$ cat src/rtl/cache_nway_wb_if.sv
// Processor and block-memory bus of the N-way write-back data cache.
// The slave modport is the cache side; master is the pipeline plus memory side.
interface cache_nway_wb_if #(
   parameter int unsigned ADDR_W = 30,
   parameter int unsigned WORDS  = 4
);
   localparam int unsigned BLK_W = ADDR_W - $clog2(WORDS);

   logic              proc_read;
   logic              proc_write;
   logic [ADDR_W-1:0] proc_addr;
   logic [31:0]       proc_wdata;
   logic [31:0]       proc_rdata;
   logic              proc_stall;
   logic              mem_read;
   logic              mem_write;
   logic [BLK_W-1:0]  mem_addr;
   logic [32*WORDS-1:0] mem_wdata;
   logic [32*WORDS-1:0] mem_rdata;
   logic              mem_ready;

   modport master (
      output proc_read, proc_write, proc_addr, proc_wdata, mem_rdata, mem_ready,
      input  proc_rdata, proc_stall, mem_read, mem_write, mem_addr, mem_wdata
   );

   modport slave (
      input  proc_read, proc_write, proc_addr, proc_wdata, mem_rdata, mem_ready,
      output proc_rdata, proc_stall, mem_read, mem_write, mem_addr, mem_wdata
   );
endinterface

$ cat src/rtl/cache_nway_wb.sv
// N-way set-associative write-back, write-allocate data cache with round-robin replacement.
// Define CACHE_PERF_CNT_EN to add saturating hit_cnt/miss_cnt outputs.
module cache_nway_wb #(
   parameter int unsigned WAYS   = 2,
   parameter int unsigned SETS   = 4,
   parameter int unsigned WORDS  = 4,
   parameter int unsigned ADDR_W = 30
) (
   input  logic        clk,
   input  logic        proc_reset,
   cache_nway_wb_if.slave bus
`ifdef CACHE_PERF_CNT_EN
   ,
   output logic [31:0] hit_cnt,
   output logic [31:0] miss_cnt
`endif
);
   localparam int unsigned OFF_W = $clog2(WORDS);
   localparam int unsigned IDX_W = $clog2(SETS);
   localparam int unsigned TAG_W = ADDR_W - OFF_W - IDX_W;
   localparam int unsigned WAY_W = (WAYS > 1) ? $clog2(WAYS) : 1;

   localparam logic [1:0] IDLE       = 2'd0;
   localparam logic [1:0] WRITE_BACK = 2'd1;
   localparam logic [1:0] ALLOCATE   = 2'd2;

   logic [31:0]      data_q  [SETS][WAYS][WORDS];
   logic [TAG_W-1:0] tag_q   [SETS][WAYS];
   logic [WAYS-1:0]  valid_q [SETS];
   logic [WAYS-1:0]  dirty_q [SETS];
   logic [WAY_W-1:0] rr_q    [SETS];
   logic [1:0]       st_q, st_d;
   logic [WAY_W-1:0] victim_q;

   logic [OFF_W-1:0] off;
   logic [IDX_W-1:0] idx;
   logic [TAG_W-1:0] tag;
   logic             req, hit;
   logic [WAY_W-1:0] hit_way, vsel, wb_way;
   logic [32*WORDS-1:0] wb_blk;

   assign off = bus.proc_addr[OFF_W-1:0];
   assign idx = bus.proc_addr[OFF_W +: IDX_W];
   assign tag = bus.proc_addr[ADDR_W-1 -: TAG_W];
   assign req = bus.proc_read | bus.proc_write;

   // Lookup and victim choice: lowest invalid way wins over the round-robin pointer.
   always_comb begin
      hit     = 1'b0;
      hit_way = '0;
      vsel    = rr_q[idx];
      for (int w = WAYS - 1; w >= 0; w--) begin
         if (valid_q[idx][w] && tag_q[idx][w] == tag) begin
            hit     = 1'b1;
            hit_way = WAY_W'(w);
         end
         if (!valid_q[idx][w]) vsel = WAY_W'(w);
      end
   end

   assign wb_way = (st_q == IDLE) ? vsel : victim_q;

   always_comb begin
      for (int k = 0; k < WORDS; k++) wb_blk[k*32 +: 32] = data_q[idx][wb_way][k];
   end

   always_comb begin
      st_d           = st_q;
      bus.proc_stall = 1'b0;
      bus.proc_rdata = '0;
      bus.mem_read   = 1'b0;
      bus.mem_write  = 1'b0;
      bus.mem_addr   = '0;
      bus.mem_wdata  = '0;
      if (!proc_reset) begin
         case (st_q)
            IDLE: begin
               if (req && hit) begin
                  bus.proc_rdata = data_q[idx][hit_way][off];
               end else if (req) begin
                  bus.proc_stall = 1'b1;
                  if (valid_q[idx][vsel] && dirty_q[idx][vsel]) begin
                     bus.mem_write = 1'b1;
                     bus.mem_addr  = {tag_q[idx][vsel], idx};
                     bus.mem_wdata = wb_blk;
                     st_d          = WRITE_BACK;
                  end else begin
                     bus.mem_read = 1'b1;
                     bus.mem_addr = bus.proc_addr[ADDR_W-1:OFF_W];
                     st_d         = ALLOCATE;
                  end
               end
            end
            WRITE_BACK: begin
               bus.proc_stall = 1'b1;
               if (bus.mem_ready) begin
                  bus.mem_read = 1'b1;
                  bus.mem_addr = bus.proc_addr[ADDR_W-1:OFF_W];
                  st_d         = ALLOCATE;
               end else begin
                  bus.mem_write = 1'b1;
                  bus.mem_addr  = {tag_q[idx][victim_q], idx};
                  bus.mem_wdata = wb_blk;
               end
            end
            ALLOCATE: begin
               bus.proc_stall = 1'b1;
               bus.mem_read   = 1'b1;
               bus.mem_addr   = bus.proc_addr[ADDR_W-1:OFF_W];
               if (bus.mem_ready) st_d = IDLE;
            end
            default: st_d = IDLE;
         endcase
      end
   end

   always_ff @(posedge clk or posedge proc_reset) begin
      if (proc_reset) begin
         st_q     <= IDLE;
         victim_q <= '0;
         valid_q  <= '{default: '0};
         dirty_q  <= '{default: '0};
         rr_q     <= '{default: '0};
      end else begin
         st_q <= st_d;
         if (st_q == IDLE && req && !hit) victim_q <= vsel;
         if (st_q == IDLE && bus.proc_write && hit) dirty_q[idx][hit_way] <= 1'b1;
         if (st_q == ALLOCATE && bus.mem_ready) begin
            valid_q[idx][victim_q] <= 1'b1;
            dirty_q[idx][victim_q] <= 1'b0;
            if (victim_q == rr_q[idx]) begin
               rr_q[idx] <= (rr_q[idx] == WAY_W'(WAYS - 1)) ? '0 : rr_q[idx] + 1'b1;
            end
         end
      end
   end

   // Data and tags need no reset; valid bits gate every use.
   always_ff @(posedge clk) begin
      if (!proc_reset) begin
         if (st_q == IDLE && bus.proc_write && hit) begin
            data_q[idx][hit_way][off] <= bus.proc_wdata;
         end else if (st_q == ALLOCATE && bus.mem_ready) begin
            for (int k = 0; k < WORDS; k++) data_q[idx][victim_q][k] <= bus.mem_rdata[k*32 +: 32];
            tag_q[idx][victim_q] <= tag;
         end
      end
   end

`ifdef CACHE_PERF_CNT_EN
   always_ff @(posedge clk or posedge proc_reset) begin
      if (proc_reset) begin
         hit_cnt  <= '0;
         miss_cnt <= '0;
      end else if (st_q == IDLE && req) begin
         if (hit && hit_cnt != 32'hFFFF_FFFF) hit_cnt <= hit_cnt + 32'd1;
         if (!hit && miss_cnt != 32'hFFFF_FFFF) miss_cnt <= miss_cnt + 32'd1;
      end
   end
`else
   // No performance counters in this build.
`endif
endmodule
$ cat src/flat_wrapper.sv
// flat-port wrapper written by rule: the top's interface ports become plain ports
module cache_nway_wb_flat 
#(
   parameter int unsigned WAYS   = 2,
   parameter int unsigned SETS   = 4,
   parameter int unsigned WORDS  = 4,
   parameter int unsigned ADDR_W = 30
)
  (clk, proc_reset, bus_proc_read, bus_proc_write, bus_proc_addr, bus_proc_wdata, bus_mem_rdata, bus_mem_ready, bus_proc_rdata, bus_proc_stall, bus_mem_read, bus_mem_write, bus_mem_addr, bus_mem_wdata);
  cache_nway_wb_if #(.ADDR_W(ADDR_W), .WORDS(WORDS)) bus_i ();
  input  logic clk;
  input  logic proc_reset;
  input wire logic [$bits(bus_i.proc_read)-1:0] bus_proc_read;
  input wire logic [$bits(bus_i.proc_write)-1:0] bus_proc_write;
  input wire logic [$bits(bus_i.proc_addr)-1:0] bus_proc_addr;
  input wire logic [$bits(bus_i.proc_wdata)-1:0] bus_proc_wdata;
  input wire logic [$bits(bus_i.mem_rdata)-1:0] bus_mem_rdata;
  input wire logic [$bits(bus_i.mem_ready)-1:0] bus_mem_ready;
  output wire logic [$bits(bus_i.proc_rdata)-1:0] bus_proc_rdata;
  output wire logic [$bits(bus_i.proc_stall)-1:0] bus_proc_stall;
  output wire logic [$bits(bus_i.mem_read)-1:0] bus_mem_read;
  output wire logic [$bits(bus_i.mem_write)-1:0] bus_mem_write;
  output wire logic [$bits(bus_i.mem_addr)-1:0] bus_mem_addr;
  output wire logic [$bits(bus_i.mem_wdata)-1:0] bus_mem_wdata;
  assign bus_i.proc_read = bus_proc_read;
  assign bus_i.proc_write = bus_proc_write;
  assign bus_i.proc_addr = bus_proc_addr;
  assign bus_i.proc_wdata = bus_proc_wdata;
  assign bus_i.mem_rdata = bus_mem_rdata;
  assign bus_i.mem_ready = bus_mem_ready;
  assign bus_proc_rdata = bus_i.proc_rdata;
  assign bus_proc_stall = bus_i.proc_stall;
  assign bus_mem_read = bus_i.mem_read;
  assign bus_mem_write = bus_i.mem_write;
  assign bus_mem_addr = bus_i.mem_addr;
  assign bus_mem_wdata = bus_i.mem_wdata;
  cache_nway_wb #(.WAYS(WAYS), .SETS(SETS), .WORDS(WORDS), .ADDR_W(ADDR_W)) u_core (.clk(clk), .proc_reset(proc_reset), .bus(bus_i));
endmodule
$ cat config.mk
export PLATFORM = sky130hd
export DESIGN_NAME = cache_nway_wb_flat
export DESIGN_NICKNAME = d
export VERILOG_FILES = /design/src/rtl/cache_nway_wb_if.sv /design/src/rtl/cache_nway_wb.sv /design/src/flat_wrapper.sv
export SDC_FILE = /design/constraint.sdc
export NUM_CORES = 2
export LEC_CHECK = 0
export ABC_CLOCK_PERIOD_IN_PS = 17000
export CAP_MARGIN = 25
export CELL_PAD_IN_SITES_DETAIL_PLACEMENT = 0
export CELL_PAD_IN_SITES_GLOBAL_PLACEMENT = 1
export CORE_UTILIZATION = 55
export DETAILED_ROUTE_END_ITERATION = 7
export PLACE_DENSITY = 0.93
export SYNTH_ARGS = -nofsm -noshare
export SYNTH_HDL_FRONTEND = slang
export SYNTH_SLANG_ARGS = --single-unit
$ cat constraint.sdc
create_clock -name clk -period 17 [get_ports clk]
set_clock_uncertainty 0.2 [all_clocks]
set_input_delay 3.4 -clock clk [delete_from_list [all_inputs] [get_ports clk]]
set_output_delay 3.4 -clock clk [all_outputs]
set_load 0.03 [all_outputs]
== After elaboration in Yosys (flattened, before gate mapping) ==
Memories as Yosys holds them, arrays and structs flattened.
Cells that the tools add are included.
Widths: inputs -> output; s select.

* Memory bits (writable): 1232
* Flip-flop bits (word level): 23
* Memories kept: 2
* Logic and storage cells: 2231
* Input port bits: 195

{| class="wikitable"
|+ Memories
! memory !! words !! bits a word !! rd ports !! clocked after Yosys merged registers in !! write ports !! line !! source
|-
| u_core.data_q || 4 || 256 || 1 || 0 || 1 || cache_nway_wb.sv:27 || <nowiki>logic [31:0] data_q [SETS][WAYS][WORDS];</nowiki>
|-
| u_core.tag_q || 4 || 52 || 1 || 0 || 1 || cache_nway_wb.sv:28 || <nowiki>logic [TAG_W-1:0] tag_q [SETS][WAYS];</nowiki>
|}

* $add $sub $neg: 1
* Bitwise logic cells: 1036
* Muxes and demuxes: 1134
* Order comparisons: 15
* Reduce and logical (&&, ||, !) cells: 20
* Equal/unequal tests: 9

{| class="wikitable"
|+ Operators with widths
! operator !! count
|-
| $mux 128 || 13
|-
| $mux 256 || 5
|-
| $mux 1 || 1058
|-
| $or 1x1->1 || 1025
|-
| $demux 128 s1 || 5
|-
| $pmux 128 s2 || 1
|-
| $mux 32 || 7
|-
| $mux 26 || 7
|-
| $mux 28 || 5
|-
| $mux 96 || 1
|-
| $pmux 28 s3 || 1
|-
| $bmux 32 s2 || 1
|-
| $demux 32 s2 || 1
|-
| $mux 64 || 1
|-
| $eq 26x26->1 || 2
|-
| $mux 52 || 1
|-
| $demux 26 s1 || 1
|-
| $mux 2 || 11
|-
| $mux 8 || 2
|-
| $or 8x8->8 || 2
|-
| $logic_and 1x1->1 || 15
|-
| $and 8x8->8 || 1
|-
| $bmux 2 s2 || 2
|-
| $demux 2 s2 || 2
|-
| other kinds (28) || 45
|}

== Logic depth before layout (Yosys ltp) ==
* Word-level depth: 17
* Mapped depth: 15
* Depth with buffers taken out: 8

== Least setup slack after synthesis ==
OpenSTA, ideal clock, no wires.

* Path kind: input port to flip-flop
* From: in bus_proc_addr[2]
* To: mem u_core.data_q[3][128] (netlist bit) (enable)
* Arrival time: 10.674 ns
* Buffers on the path: 3
* Slack: 5.734 ns
* Data required time: 16.409 ns
* Cell stages on the path: 11
* Setup time: 0.391 ns
* Path through: buf_6 buf_6 buf_8 mux4_2 xor2_1 nand4b_1 nor4_1 nand4_2 o21ai_4 a2111oi_0 a31o_1

* Word-level cells in the longest chain between the ends: 17
* Elaborated cells on any way between the ends: 32
* Those cells by class: order compare (2); eq/ne (2); mux (17); bitwise (6); reduce/logical (4); memory (1)

{| class="wikitable"
|+ Ends and longest elaborated chain
! what !! line !! source
|-
| from (decl) || flat_wrapper.sv:15 || <nowiki>input wire logic [$bits(bus_i.proc_addr)-1:0] bus_proc_addr;</nowiki>
|-
| parallel branches: the longest is 17 deep, another holds $mem_v2 4x52 || - ||
|-
| to (decl) || cache_nway_wb.sv:27 ||
|}

Parallel ways; which one is timed is not known. The select of a mux whose other input is x is not followed.

== Worst setup path after layout ==
* From: in bus_proc_addr[2]
* To: out bus_proc_rdata[26]

* Word-level cells in the longest chain between the ends: 17
* Elaborated cells on any way between the ends: 24
* Those cells by class: eq/ne (2); mux (15); bitwise (2); reduce/logical (3); memory (2)

{| class="wikitable"
|+ Ends and longest elaborated chain
! what !! line !! source
|-
| parallel branches: the longest is 14 deep, another holds $mem_v2 4x52 || - ||
|-
| $mux 32 * || cache_nway_wb.sv:78 || <nowiki>if (req && hit) begin</nowiki>
|-
| $mux 32 * || cache_nway_wb.sv:76 || <nowiki>case (st_q)</nowiki>
|-
| $mux 32 * || cache_nway_wb.sv:75 || <nowiki>if (!proc_reset) begin</nowiki>
|-
| to (decl) || flat_wrapper.sv:19 || <nowiki>output wire logic [$bits(bus_i.proc_rdata)-1:0] bus_proc_rdata;</nowiki>
|}

Every way passes the cells marked *. The select of a mux whose other input is x is not followed.

==> key figures <==
Run status
  – Status: completed

Global routing
  – Number of global-route vias before repair: around 32000
  – First-pass GRT wire length: 235 mm
  – Initial antenna violation count: 13
  – Gr ovfl total: 0
  – Largest net degree at the start of global routing: roughly 140
  – GRT Util Overall: 0.323

Synthesis
  – Syn_nets: between 3000 and 4000
  – Synth async-reset ratio: 0.0183
  – Yosys cell types: 67
  – #FFs+latches synth: ~1300
  – Post-synth EDFFs: around 1200
  – Mapped cell area: 0.0562 sq mm
  – Cell count after synthesis: 3003
  – Prevailing post-synth register cell: edfxtp_1
  – Syn avg cell area: approximately 19 sq um
  – Register area share after synthesis: 0.669
  – Ys Warns: 0

Timing
  – Slew margin rel.: 0.242
  – Finish-stage setup viols: 0
  – Slew Limit Fails: 0
  – Worst-Margin Slew: between 1000 and 1500 ps
  – Minimum clock period: roughly 13000 ps
  – Final hold violation count: 0
  – TNS Setup: 0 ps
  – Max Fclk: roughly 75 MHz
  – Setup ws final: ~3600 ps
  – Period utilization: 0.786
  – Setup repair after global routing missed its margin: no

CTS
  – Htree depth: 3
  – Hold Buf Count CTS: 0
  – CTS max path bufs: 3
  – Post-CTS setup buffer count: 0
  – Cts repair resizes: 0
  – CTS tree: built
  – CTS clk-pin slew, worst paths: around 60 ps
  – Clk_lat worst skew: approximately 740 ps
  – Root Buffer Master: clkbuf_16
  – Clock sink count: roughly 1300
  – CTS buffer count: 120

Worst setup path
  – Startpoint types: input pin
  – CP max FO: 98
  – Critical Setup Path Class: in2out
  – Crit path arrival time: roughly 9800 ps
  – CP dominant cell by count: buf_4
  – CP required: around 13000 ps
  – Critical Path End Type: output pin
  – Biggest cell delay along the critical path: 880 ps
  – Critical path's slowest cell: a211oi_1
  – Critical path cell sequence: buf_8 > buf_4 > buf_12 > mux4_2 > nand2_1 > or4b_4 > nor3b_4 > buf_4 > buf_4 > mux2i_1 > a211oi_1 > clkdlybuf4s50_1

Power and ir drop
  – Total power: approximately 7.7 mW
  – VDD IR max: between 0.0002 and 0.00025 V
  – Leak Pwr: about 21 nW
  – PD cells: roughly 120 mW/mm^2

Floorplan
  – # rows: around 120
  – Die Span Y: 322 um
  – Starting density of the core: 0.558
  – Die width: 322 um
  – Die footprint: slightly above 0.1 sq mm
  – IO Pins: around 390
  – Core footprint: 0.101 sq mm

Drt
  – Vias: between 30000 and 40000
  – Post-route DRC: 0
  – ANT nets after route: 0
  – DRT iter0 DRCs: 4629
  – Pre-antenna DRT Iters: 6
  – Avg WL per Cell: between 30 and 40 um
  – Vias per cell: between 6 and 7
  – Routed WL: between 150 and 200 mm

Place
  – Dpl hpwl: around 110 mm
  – Worst slack at placement: 3700 ps
  – Placed Area: between 0.06 and 0.07 sq mm
  – Routability cong.: just over 0.9
  – I/O Buffers: a little under 400

Final layout
  – Final core utilization: 0.651
  – Most common cell after layout, fill and taps aside: edfxtp_1
  – # nets final: ~3600
  – Most frequent cells in the layout: edfxtp_1 (1232), clkdlybuf4s50_1 (380), mux4_2 (328)
  – Share of cells above drive strength 1: 0.256
  – Fillcell total: roughly 6500
  – Final instance area: between 0.06 and 0.07 sq mm
  – Area Overhead vs Synth: 16.6%

Flow run
  – Max Cap Viol: 0

Hold path
  – Worst hold path class: reg2reg
[stage by stage]
step | std cells | hold WS [ps]
floorplan | 3003 | 223
global placement | 4598 | 235
detailed placement | 4601 | 245
CTS | 4824 | 288
global route | 4832 | 290
finish | 4835 | 288
[worst paths after layout]
check,start,to,slack (ps),depth (start not counted)
setup / recovery,bus_proc_addr[2],bus_proc_rdata[26],3640,12
hold / removal,u_core.valid_q[3],u_core.valid_q[3],290,1
setup reg to reg,u_core.tag_q[0][5],u_core.data_q[2][66],11350,11
hold reg to reg,u_core.valid_q[3],u_core.valid_q[3],290,1
max in group asynchronous,proc_reset,u_core.dirty_q[2],13480,3
min in group asynchronous,proc_reset,u_core.dirty_q[4],2820,3
[cells in the mapped netlist (5+ instances only)]
| library cell | count | area share |
|---|---|---|
| edfxtp_1 | 1232 | 0.66 |
| mux4_2 | 328 | 0.13 |
| mux2i_1 | 256 | 0.046 |
| mux2_4 | 151 | 0.040 |
| nor3_1 | 143 | 0.013 |
| mux2_2 | 104 | 0.021 |
| clkbuf_1 | 97 | 0.0065 |
| nor2_1 | 91 | 0.0061 |
| a21oi_1 | 64 | 0.0057 |
| nand2_1 | 63 | 0.0042 |
| buf_2 | 55 | 0.0049 |
| xnor2_1 | 44 | 0.0069 |
| o21ai_0 | 40 | 0.0036 |
| buf_6 | 28 | 0.0056 |
| buf_1 | 24 | 0.0016 |
| a31oi_1 | 23 | 0.0026 |
| dfrtp_1 | 23 | 0.010 |
| a211oi_1 | 22 | 0.0029 |
| nand3_1 | 21 | 0.0019 |
| a21o_1 | 18 | 0.0024 |
| nand4_1 | 15 | 0.0017 |
| a221o_1 | 14 | 0.0025 |
| mux2_1 | 13 | 0.0026 |
| nand2b_1 | 11 | 0.0012 |
| buf_4 | 10 | 0.0013 |
| inv_1 | 10 | 0.00067 |
| or2_2 | 8 | 0.00089 |
| nor2b_1 | 7 | 0.00078 |
| o21a_1 | 7 | 0.00094 |
| and3_1 | 6 | 0.00067 |
| o22ai_1 | 6 | 0.00067 |
| xor2_1 | 5 | 0.00078 |
[area by class of cell]
| cell class | count | area [sq um] | share of cell area |
|---|---|---|---|
| inverters | 10 | 37.5 | 0.000573 |
| clock buffers | 148 | 3130 | 0.0478 |
| multi-input cells | 1523 | 17800 | 0.271 |
| repair buffers | 463 | 4650 | 0.0709 |
| well taps | 1357 | 1700 | 0.0259 |
| diodes | 4 | 10.0 | 0.000153 |
| clock inverters | 75 | 653 | 0.00997 |
| flip-flops and latches | 1255 | 37600 | 0.574 |
[critical path, delay by kind of cell]
kind                   cells  cell delay [ps]
AO/OA/AOI/OAI              1              880
multiplexers               2              590
AND/OR/NAND/NOR            3              780
buffers and inverters      6             3890
[power by group]
| part | internal (mW) | switching, mW |
|---|---|---|
| Combinational | 0.585 | 0.905 |
| Sequential | 3.57 | 0.0330 |
| Clock | 1.42 | 1.16 |
| Total | 5.57 | 2.10 |
[flip-flops by register name (all words and copies together), names as in the netlist]
name and flops:
u_core.victim_q 1, u_core.valid_q 8, u_core.tag_q 208, u_core.st_q 2, u_core.rr_q 4, u_core.data_q 1024
u_core.dirty_q 8
[kinds of logic after synthesis]
kind of cell / Yosys count / share of synthesized area
simple gates: 386 / 0.0333
mux: 853 / 0.241
xor+xnor: 49 / 0.00764
fa+ha+maj: 4 / 0.000891
buf+inv: 225 / 0.0209
compound gates: 231 / 0.0271
flops: 1255 / 0.669
[layer usage]
layer,vias to the layer above,wire length [um],GRT usage
met4,22,10600,0.177
li1,13100,-,-
met5,-,137,0
met3,452,19600,0.0826
met1,16700,55300,0.395
met2,2448,82100,0.527
Note: power is estimated with default switching activity, not from simulation.
